--- src/rtl/board_grant_responder.sv ---
// Per-board pending counters feeding an external round-robin arbiter;
// forwards one granted board word at a time over a valid/ready output.
module board_grant_responder #(
  parameter int DATA_W = 32,
  parameter int CNT_W  = 4
) (
  input  logic                clk,
  input  logic                rst,
  input  logic [7:0]          req_in,
  input  logic [8*DATA_W-1:0] board_data,
  output logic [7:0]          req_mask,
  output logic                arb_enable,
  input  logic [7:0]          grant_mask,
  input  logic [3:0]          grant_sel,
  output logic                out_valid,
  output logic [DATA_W-1:0]   out_data,
  output logic [2:0]          out_board,
  input  logic                out_ready,
  output logic                pend_overflow
);

  localparam logic [1:0] IDLE     = 2'd0;
  localparam logic [1:0] WAIT_GNT = 2'd1;
  localparam logic [1:0] SEND     = 2'd2;

  localparam logic [CNT_W-1:0] CNT_MAX = '1;
  localparam logic [CNT_W-1:0] CNT_ONE = 1;

  logic [1:0] state;
  logic       hs;
  logic [7:0] ovf_hit;
  logic [2:0] gidx;
  logic       grant_ok;

  assign hs         = out_valid & out_ready;
  assign out_valid  = (state == SEND) & ~rst;
  assign arb_enable = (state == IDLE) & (|req_mask) & ~rst;

  // Accept only a consistent one-hot grant to a board that still has work.
  assign gidx     = grant_sel[2:0];
  assign grant_ok = ~grant_sel[3]
                  & (grant_mask == (8'd1 << gidx))
                  & req_mask[gidx];

  for (genvar i = 0; i < 8; i++) begin : g_cnt
    logic [CNT_W-1:0] cnt;
    logic             inc;
    logic             dec;

    assign inc = req_in[i];
    assign dec = hs & (out_board == 3'(i)) & (cnt != '0);
    assign ovf_hit[i] = inc & ~dec & (cnt == CNT_MAX);
    assign req_mask[i] = |cnt;

    always_ff @(posedge clk) begin
      if (rst) begin
        cnt <= '0;
      end else if (inc & ~dec & (cnt != CNT_MAX)) begin
        cnt <= cnt + CNT_ONE;
      end else if (dec & ~inc) begin
        cnt <= cnt - CNT_ONE;
      end
    end
  end

  always_ff @(posedge clk) begin
    if (rst) begin
      pend_overflow <= 1'b0;
    end else if (|ovf_hit) begin
      pend_overflow <= 1'b1;
    end
  end

  always_ff @(posedge clk) begin
    if (rst) begin
      state     <= IDLE;
      out_data  <= '0;
      out_board <= '0;
    end else begin
      unique case (state)
        IDLE: begin
          if (|req_mask) state <= WAIT_GNT;
        end
        WAIT_GNT: begin
          if (grant_ok) begin
            out_data  <= board_data[gidx*DATA_W +: DATA_W];
            out_board <= gidx;
            state     <= SEND;
          end else begin
            state <= IDLE;
          end
        end
        SEND: begin
          if (out_ready) state <= IDLE;
        end
        default: state <= IDLE;
      endcase
    end
  end

endmodule

--- config.mk ---
export PLATFORM = sky130hd
export DESIGN_NAME = board_grant_responder
export DESIGN_NICKNAME = d
export VERILOG_FILES = /design/src/rtl/board_grant_responder.sv
export SDC_FILE = /design/constraint.sdc
export NUM_CORES = 1
export LEC_CHECK = 0
export CELL_PAD_IN_SITES_DETAIL_PLACEMENT = 1
export CELL_PAD_IN_SITES_GLOBAL_PLACEMENT = 1
export CORE_ASPECT_RATIO = 2
export CORE_MARGIN = 4
export CORE_UTILIZATION = 30
export CTS_BUF_LIST = sky130_fd_sc_hd__clkbuf_4 sky130_fd_sc_hd__clkbuf_8
export DETAILED_ROUTE_END_ITERATION = 10
export PLACE_DENSITY_LB_ADDON = 0.05
export SLEW_MARGIN = 0
export SYNTH_ARGS = -nofsm -noshare
export SYNTH_HDL_FRONTEND = slang
export SYNTH_SLANG_ARGS = --single-unit
--- constraint.sdc ---
create_clock -name clk -period 3.3 [get_ports clk]
set_input_delay 0.66 -clock clk [delete_from_list [all_inputs] [get_ports clk]]
set_output_delay 0.66 -clock clk [all_outputs]
set_load 0.05 [all_outputs]
==> metrics, run 1 <==
top cells by count, synth=dfxtp_1, mux4_2, nor2b_1, inv_1, nor2_1; clock skew=just under 0.01 ns; pre-CTS WS=-0.0939 ns; Crit Path Max Fanout=3; placement-stage cell area=9680 um2; worst flop-to-flop path startpoint=g_cnt[6].cnt[0]$_SDFFE_PP0P_; Post-DRT Antenna Nets=0; largest net degree at the start of global routing=between 60 and 70; WP depth=10; DIE HEIGHT=approximately 210 um; Worst Path Required=between 3 and 4 ns; status=finished, final reports clean; Max Cap Violations=0; Pwr Density=approximately 300 nW/um2; Tmin final=3.03 ns; leakage power=approximately 3.6 nW; drt drc=0; first-pass GRT wire length=~41000 um; syn_nets=about 900; Startpoint Class=input port; worst path bufs/invs=1; global routing usage on met2=0.474; CP Cell Sequence=clkdlybuf4s50_1, nand4bb_1, or4b_1, nand3_1, ha_1, a21o_1, a21oi_1, nand2b_1, o22a_1, mux2_1; CP endpoint kind=flop; top-count cell post-synth=dfxtp_1; Max Clock Freq=between 300 and 400 MHz; dominant synthesized flop cell=dfxtp_1; Die Area=~22000 um2; Post-Synthesis Mean Instance Area=about 11 um2; Clock Latency Late Sink=between 0.3 and 0.4 ns; Final GP Congestion=around 0.8; Yosys cell types=56; Max IR drop VDD=between 0.15 and 0.2 mV; fin worst setup slack=between 0.2 and 0.3 ns; GR Layer Usage met3=0.0493; clock tree buffer depth=2; CTS Buf Count=9; DRT Pass-1 Iters=4; sequential fraction of the synthesis area=0.234; crit path DAT=between 3 and 4 ns; CTS tree=built; CP Class=input port to flop; wire per inst=23.1 um; FF-to-FF End=out_data[16]$_SDFFE_PP0P_; flop2flop setup slack=roughly 0.54 ns; vias=6370; top-area cell type share of the netlist area=0.240; FFs w/ async S/R, synth=0; Finished Cell Area=9920 um2; Slew HR=0.516; Die Width=108 um; nets=1200; Area contributors post-synth=mux4_2, dfxtp_1, a2111oi_0; Initial Util=0.307; Post-Syn Area=6000 um2; met1 global-route usage=0.229; DRT Wirelength=between 20000 and 30000 um; drt initial violations=275; RSZ-0062 raised after global routing=false; Worst R2R Path Depth=7; share of layout cells above drive strength 1=0.159; CTS Hold Bufs=0; Final Max Slew Viols=0; slowest cell delay on critical path=0.56 ns; Vias/cell=5.48; row cnt=72; filler cell count=roughly 2.2k; worst slew pin tran=0.726 ns; grt ovf=0; post-CTS setup buffer count=0; Final HPWL DP=22600 um; area of the core=~20000 um2; gr usage total=0.237; Fin Setup TNS=0 ns; Mapped Cells=around 570; Sink Count=70; Finish-stage setup viols=0; #FFs+latches synth=70; vias in the first global route=roughly 7.3k; initial antenna violation count=1; crit path from=out_ready; IO Pins=~330; H-tree level count=3; Yosys warnings=0; Final period util=0.917; Root Buffer=clkbuf_8; Top Usage Layer GRT=met2; Post-CTS Resized=0; EDFF count, synth=0; Hold Crit Depth=2; Fin. Hold Viols=0; worst hold path class=flop to flop; family with the most delay on the worst path=simple AND/OR/NAND/NOR gates; Worst path slowest cell=or4b_1; # port buffers=between 300 and 400; Power Total=0.00298 W; critical path endpoint=g_cnt[6].cnt[3]$_SDFFE_PP0P_; synth-to-layout area growth=65.5%; clock-pin slew on the worst setup and hold paths=0.09 ns; largest area contributor in the netlist=mux4_2
[routing by layer]
layer,wire length (um),part of all wire,vias up
li1,-,-,2929
met1,9040,0.34,3163
met2,15400,0.57,243
met3,1550,0.058,35
met4,847,0.032,0
met5,0,0,-
[worst register-to-register path, stage by stage (launching register included)]
cell,delay [ns]
dfxtp_1,0.46
nor4_1,0.10
buf_4,0.16
a2111oi_2,0.46
o32ai_1,0.21
or4_2,0.68
buf_12,0.21
a221oi_1,0.37
[layout by cell type, fill, tap and decap left out, types with 11 or more instances in the layout]
cell / count
a221oi_1: 23
dfxtp_1: 70
nand2_1: 16
mux4_2: 64
ha_1: 16
clkdlybuf4s50_1: 319
nand4_1: 13
nand2b_1: 11
buf_4: 38
inv_1: 36
nor2_1: 35
xnor2_1: 16
nor2b_1: 38
a2111oi_0: 32
a21o_1: 11
mux2i_1: 22
[logic make-up after synthesis]
group / Yosys count / share of synthesized area
buffers and inverters: 83 / 0.0622
multiplexers: 91 / 0.287
flip-flops: 70 / 0.234
XOR/XNOR: 16 / 0.0234
adder cells (fa/ha/maj): 24 / 0.0601
AO/OA/AOI/OAI: 121 / 0.176
AND/OR/NAND/NOR: 166 / 0.159
[final cells by class]
cell class              instances  area, um2  share of cell area
flip-flops and latches         70       1400               0.141
inverters                      36        135              0.0136
repair buffers                362       3550               0.358
well taps                     259        324              0.0327
multi-input cells             418       4270               0.430
clock buffers                   9        124              0.0125
clock inverters                 7        120              0.0121
diodes                          1       2.50            0.000252
[how the worst min path moves through the flow]
stage	startpoint	slack (ns)	end
floorplan	g_cnt[0].cnt[2]$_SDFFE_PP0P_	0.50	g_cnt[0].cnt[2]$_SDFFE_PP0P_
global placement	out_data[20]$_SDFFE_PP0P_	0.45	out_data[20]$_SDFFE_PP0P_
detailed placement	out_data[22]$_SDFFE_PP0P_	0.45	out_data[22]$_SDFFE_PP0P_
CTS	out_data[22]$_SDFFE_PP0P_	0.47	out_data[22]$_SDFFE_PP0P_
global route	out_data[22]$_SDFFE_PP0P_	0.49	out_data[22]$_SDFFE_PP0P_
finish	out_data[22]$_SDFFE_PP0P_	0.46	out_data[22]$_SDFFE_PP0P_
[power breakdown]
part | internal, W | switching, W
combinational | 0.000656 | 0.000484
sequential | 0.000892 | 0.0000680
clock | 0.000506 | 0.000370
[through the flow]
stage	hold slack, ns	instances	util
2_1_floorplan	0.503	571	-
3_3_place_gp	0.450	1145	0.495
3_5_place_dp	0.452	1145	0.495
4_1_cts	0.466	1161	0.507
5_1_grt	0.488	1162	0.508
6_report	0.464	1162	0.508
[flip-flops by register name, indices dropped and copies added, names as in the netlist]
signal,count
g_cnt.cnt,32
out_data,32
out_board,3
state,2
pend_overflow,1
Note: power is estimated with default switching activity, not from simulation.
==> inputs of run 2 (changes only) <==
--- a/config.mk
+++ b/config.mk
@@ -9,7 +9,7 @@
 export CELL_PAD_IN_SITES_GLOBAL_PLACEMENT = 1
 export CORE_ASPECT_RATIO = 2
 export CORE_MARGIN = 4
-export CORE_UTILIZATION = 30
+export CORE_UTILIZATION = 27
 export CTS_BUF_LIST = sky130_fd_sc_hd__clkbuf_4 sky130_fd_sc_hd__clkbuf_8
 export DETAILED_ROUTE_END_ITERATION = 10
 export PLACE_DENSITY_LB_ADDON = 0.05
==> constraint.sdc (replaced) <==
create_clock -name clk -period 2.6 [get_ports clk]
set_input_delay 0.52 -clock clk [delete_from_list [all_inputs] [get_ports clk]]
set_output_delay 0.52 -clock clk [all_outputs]
set_load 0.05 [all_outputs]
==> run 2 against run 1 <==
Effect of this change: non-clock buffer count grew 74; die area grew 10%; wire length grew 8.8%; cell count grew 7.6%; sequential share of layout area shrank 1.1 points; sequential cell count is the same; largest cell class unchanged; worst setup slack lost 0.26 ns; clock power grew 27%; global-route usage shrank 0.33 points; critical path type is now flop to flop; design area grew 10%; first-iteration DRC count shrank 23%.
==> metrics, run 2 (synthesis gave the netlist of run 1 again) <==
Fin. Hold Viols=0; worst hold path class=flop to flop; Max IR drop VDD=roughly 0.23 mV; wire per inst=around 23 um; grt ovf=0; DRT Pass-1 Iters=4; Net Switching=approximately 0.0013 W; CTS tree=built; Startpoint Class=flop; Comb power frac=0.426; Critical Path Most Common Cell=a21o_1; Final period util=0.993; Die Width=between 100 and 150 um; row cnt=76; vias=approximately 6.6k; leakage power=between 4 and 5 nW; CP Cell Sequence=or4_4, nand4_1, nand3_2, ha_4, a21o_1, a21o_1, or3_4, and3b_1, nor3_2; share of layout cells above drive strength 1=0.286; Finish-stage setup viols=0; synth-to-layout area growth=82.2%; Root Buffer=clkbuf_8; clock-pin slew on the worst setup and hold paths=0.08 ns; Worst path slowest cell=or4_4; Pwr Density=368 nW/um2; area of the core=between 20000 and 25000 um2; CP endpoint kind=flop; Post-DRT Antenna Nets=0; Placed Cells=around 1.2k; status=finished, final reports clean; pre-CTS WS=-0.542 ns; Final HPWL DP=around 24000 um; Clock Latency Late Sink=between 0.3 and 0.4 ns; fin worst setup slack=about 0.019 ns; family with the most delay on the worst path=simple AND/OR/NAND/NOR gates; most frequent cells in the layout=clkdlybuf4s50_1, buf_4, mux4_2; Sw Ratio=0.312; DIE HEIGHT=between 200 and 250 um; CTS Hold Bufs=0; drt drc=0; Final Max Slew Viols=0; vias in the first global route=~7.8k; gr usage total=0.234; Max Cap Violations=0; Crit Path Max Fanout=5; Int Pwr=around 0.0028 W; Initial Util=0.277; Vias/cell=between 5 and 6; nets=about 1.3k; DRT Wirelength=between 20000 and 30000 um; Max Clock Freq=387 MHz; Die Area=between 20000 and 25000 um2; clock tree buffer depth=2; Worst Path Required=slightly below 3 ns; clock skew=around 0.012 ns; CTS Buf Count=9; Clock Power Share=0.275; initial antenna violation count=2; largest net degree at the start of global routing=roughly 80; fin cells=1250; biggest regs=g_cnt.cnt: 32 flops, out_data: 32 flops, out_board: 3 flops; Layout Utilization=0.504; IO Pins=approximately 330; CP Class=flop to flop; Fin Setup TNS=0 ns; # port buffers=324; Sink Count=70; first-pass GRT wire length=44200 um; drt initial violations=~210; RSZ-0062 raised after global routing=true; filler cell count=between 2k and 2.5k; Final GP Congestion=between 0.8 and 0.9; commonest non-fill, non-tap cell in the layout=clkdlybuf4s50_1; Reg power frac=0.299; Tmin final=~2.6 ns; Slew HR=0.349; worst path bufs/invs=0; H-tree level count=3; worst slew pin tran=approximately 0.98 ns; slowest cell delay on critical path=about 0.57 ns; crit path DAT=about 2.9 ns
run 2: cell types whose count changed in the layout (fill, tap and decap cells not counted), sizes merged:
cell,previous run,this run
dlygate4sd2,0,5
inv,38,37
clkinvlp,1,0
clkbuf,9,10
buf,43,118
clkinv,1,3
clkdlybuf4s50,319,312
run 2: power by group through the flow:
stage | clock network [W] | logic [W] | registers, W
CTS | 0.00115 | 0.00168 | 0.00120
finish | 0.00111 | 0.00171 | 0.00120
detailed placement | 0 | 0.00164 | 0.00122
global route | 0.00119 | 0.00183 | 0.00121
floorplan | 0 | 0.000763 | 0.00123
global placement | 0 | 0.00159 | 0.00121
run 2: worst paths after layout:
check	startpoint	to	slack (ns)	cells after the start
setup / recovery	g_cnt[5].cnt[3]$_SDFFE_PP0P_	g_cnt[5].cnt[3]$_SDFFE_PP0P_	0.02	9
setup reg to reg	g_cnt[5].cnt[3]$_SDFFE_PP0P_	g_cnt[5].cnt[3]$_SDFFE_PP0P_	0.02	9
hold reg to reg	out_data[24]$_SDFFE_PP0P_	out_data[24]$_SDFFE_PP0P_	0.46	2
hold / removal	out_data[24]$_SDFFE_PP0P_	out_data[24]$_SDFFE_PP0P_	0.46	2
run 2: through the flow:
stage                     power, W  hold slack [ns]  cell area (um2)
after floorplan            0.00199            0.507             6130
after global placement     0.00280            0.449            10300
after detailed placement   0.00286            0.455            10300
after CTS                  0.00402            0.467            10700
after global routing       0.00424            0.487            10900
final                      0.00402            0.465            10900
run 2: cell type report:
class,instances,area [um2],area share
Clock buffer,9,124,0.0113
Timing Repair Buffer,436,4180,0.383
Multi-Input combinational cell,418,4600,0.421
Inverter,36,135,0.0124
Tap cell,273,342,0.0313
Sequential cell,70,1420,0.130
Antenna cell,1,2.50,0.000229
Clock inverter,7,121,0.0111
run 2: layer usage:
| metal | share of wire | GRT usage | up-vias | wire length (um) |
|---|---|---|---|---|
| li1 | - | - | 3083 | - |
| met1 | 0.33 | 0.223 | 3220 | 9590 |
| met2 | 0.59 | 0.474 | 232 | 17100 |
| met3 | 0.056 | 0.0554 | 43 | 1640 |
| met4 | 0.029 | 0.0726 | 2 | 847 |
| met5 | 0.00041 | 0 | - | 12 |
run 2: timing repair:
item / CTS / global route
endpoints found under the setup margin: 20 / 41
pin swaps: 10 / 15
gates resized for setup: 20 / 33
buffers inserted: 4 / 5
gates cloned: 0 / 1
run 2: worst min-delay path, cell delays in order (launching register included):
cell and delay [ns]:
dfxtp_1 0.31, inv_1 0.06, a221oi_2 0.05
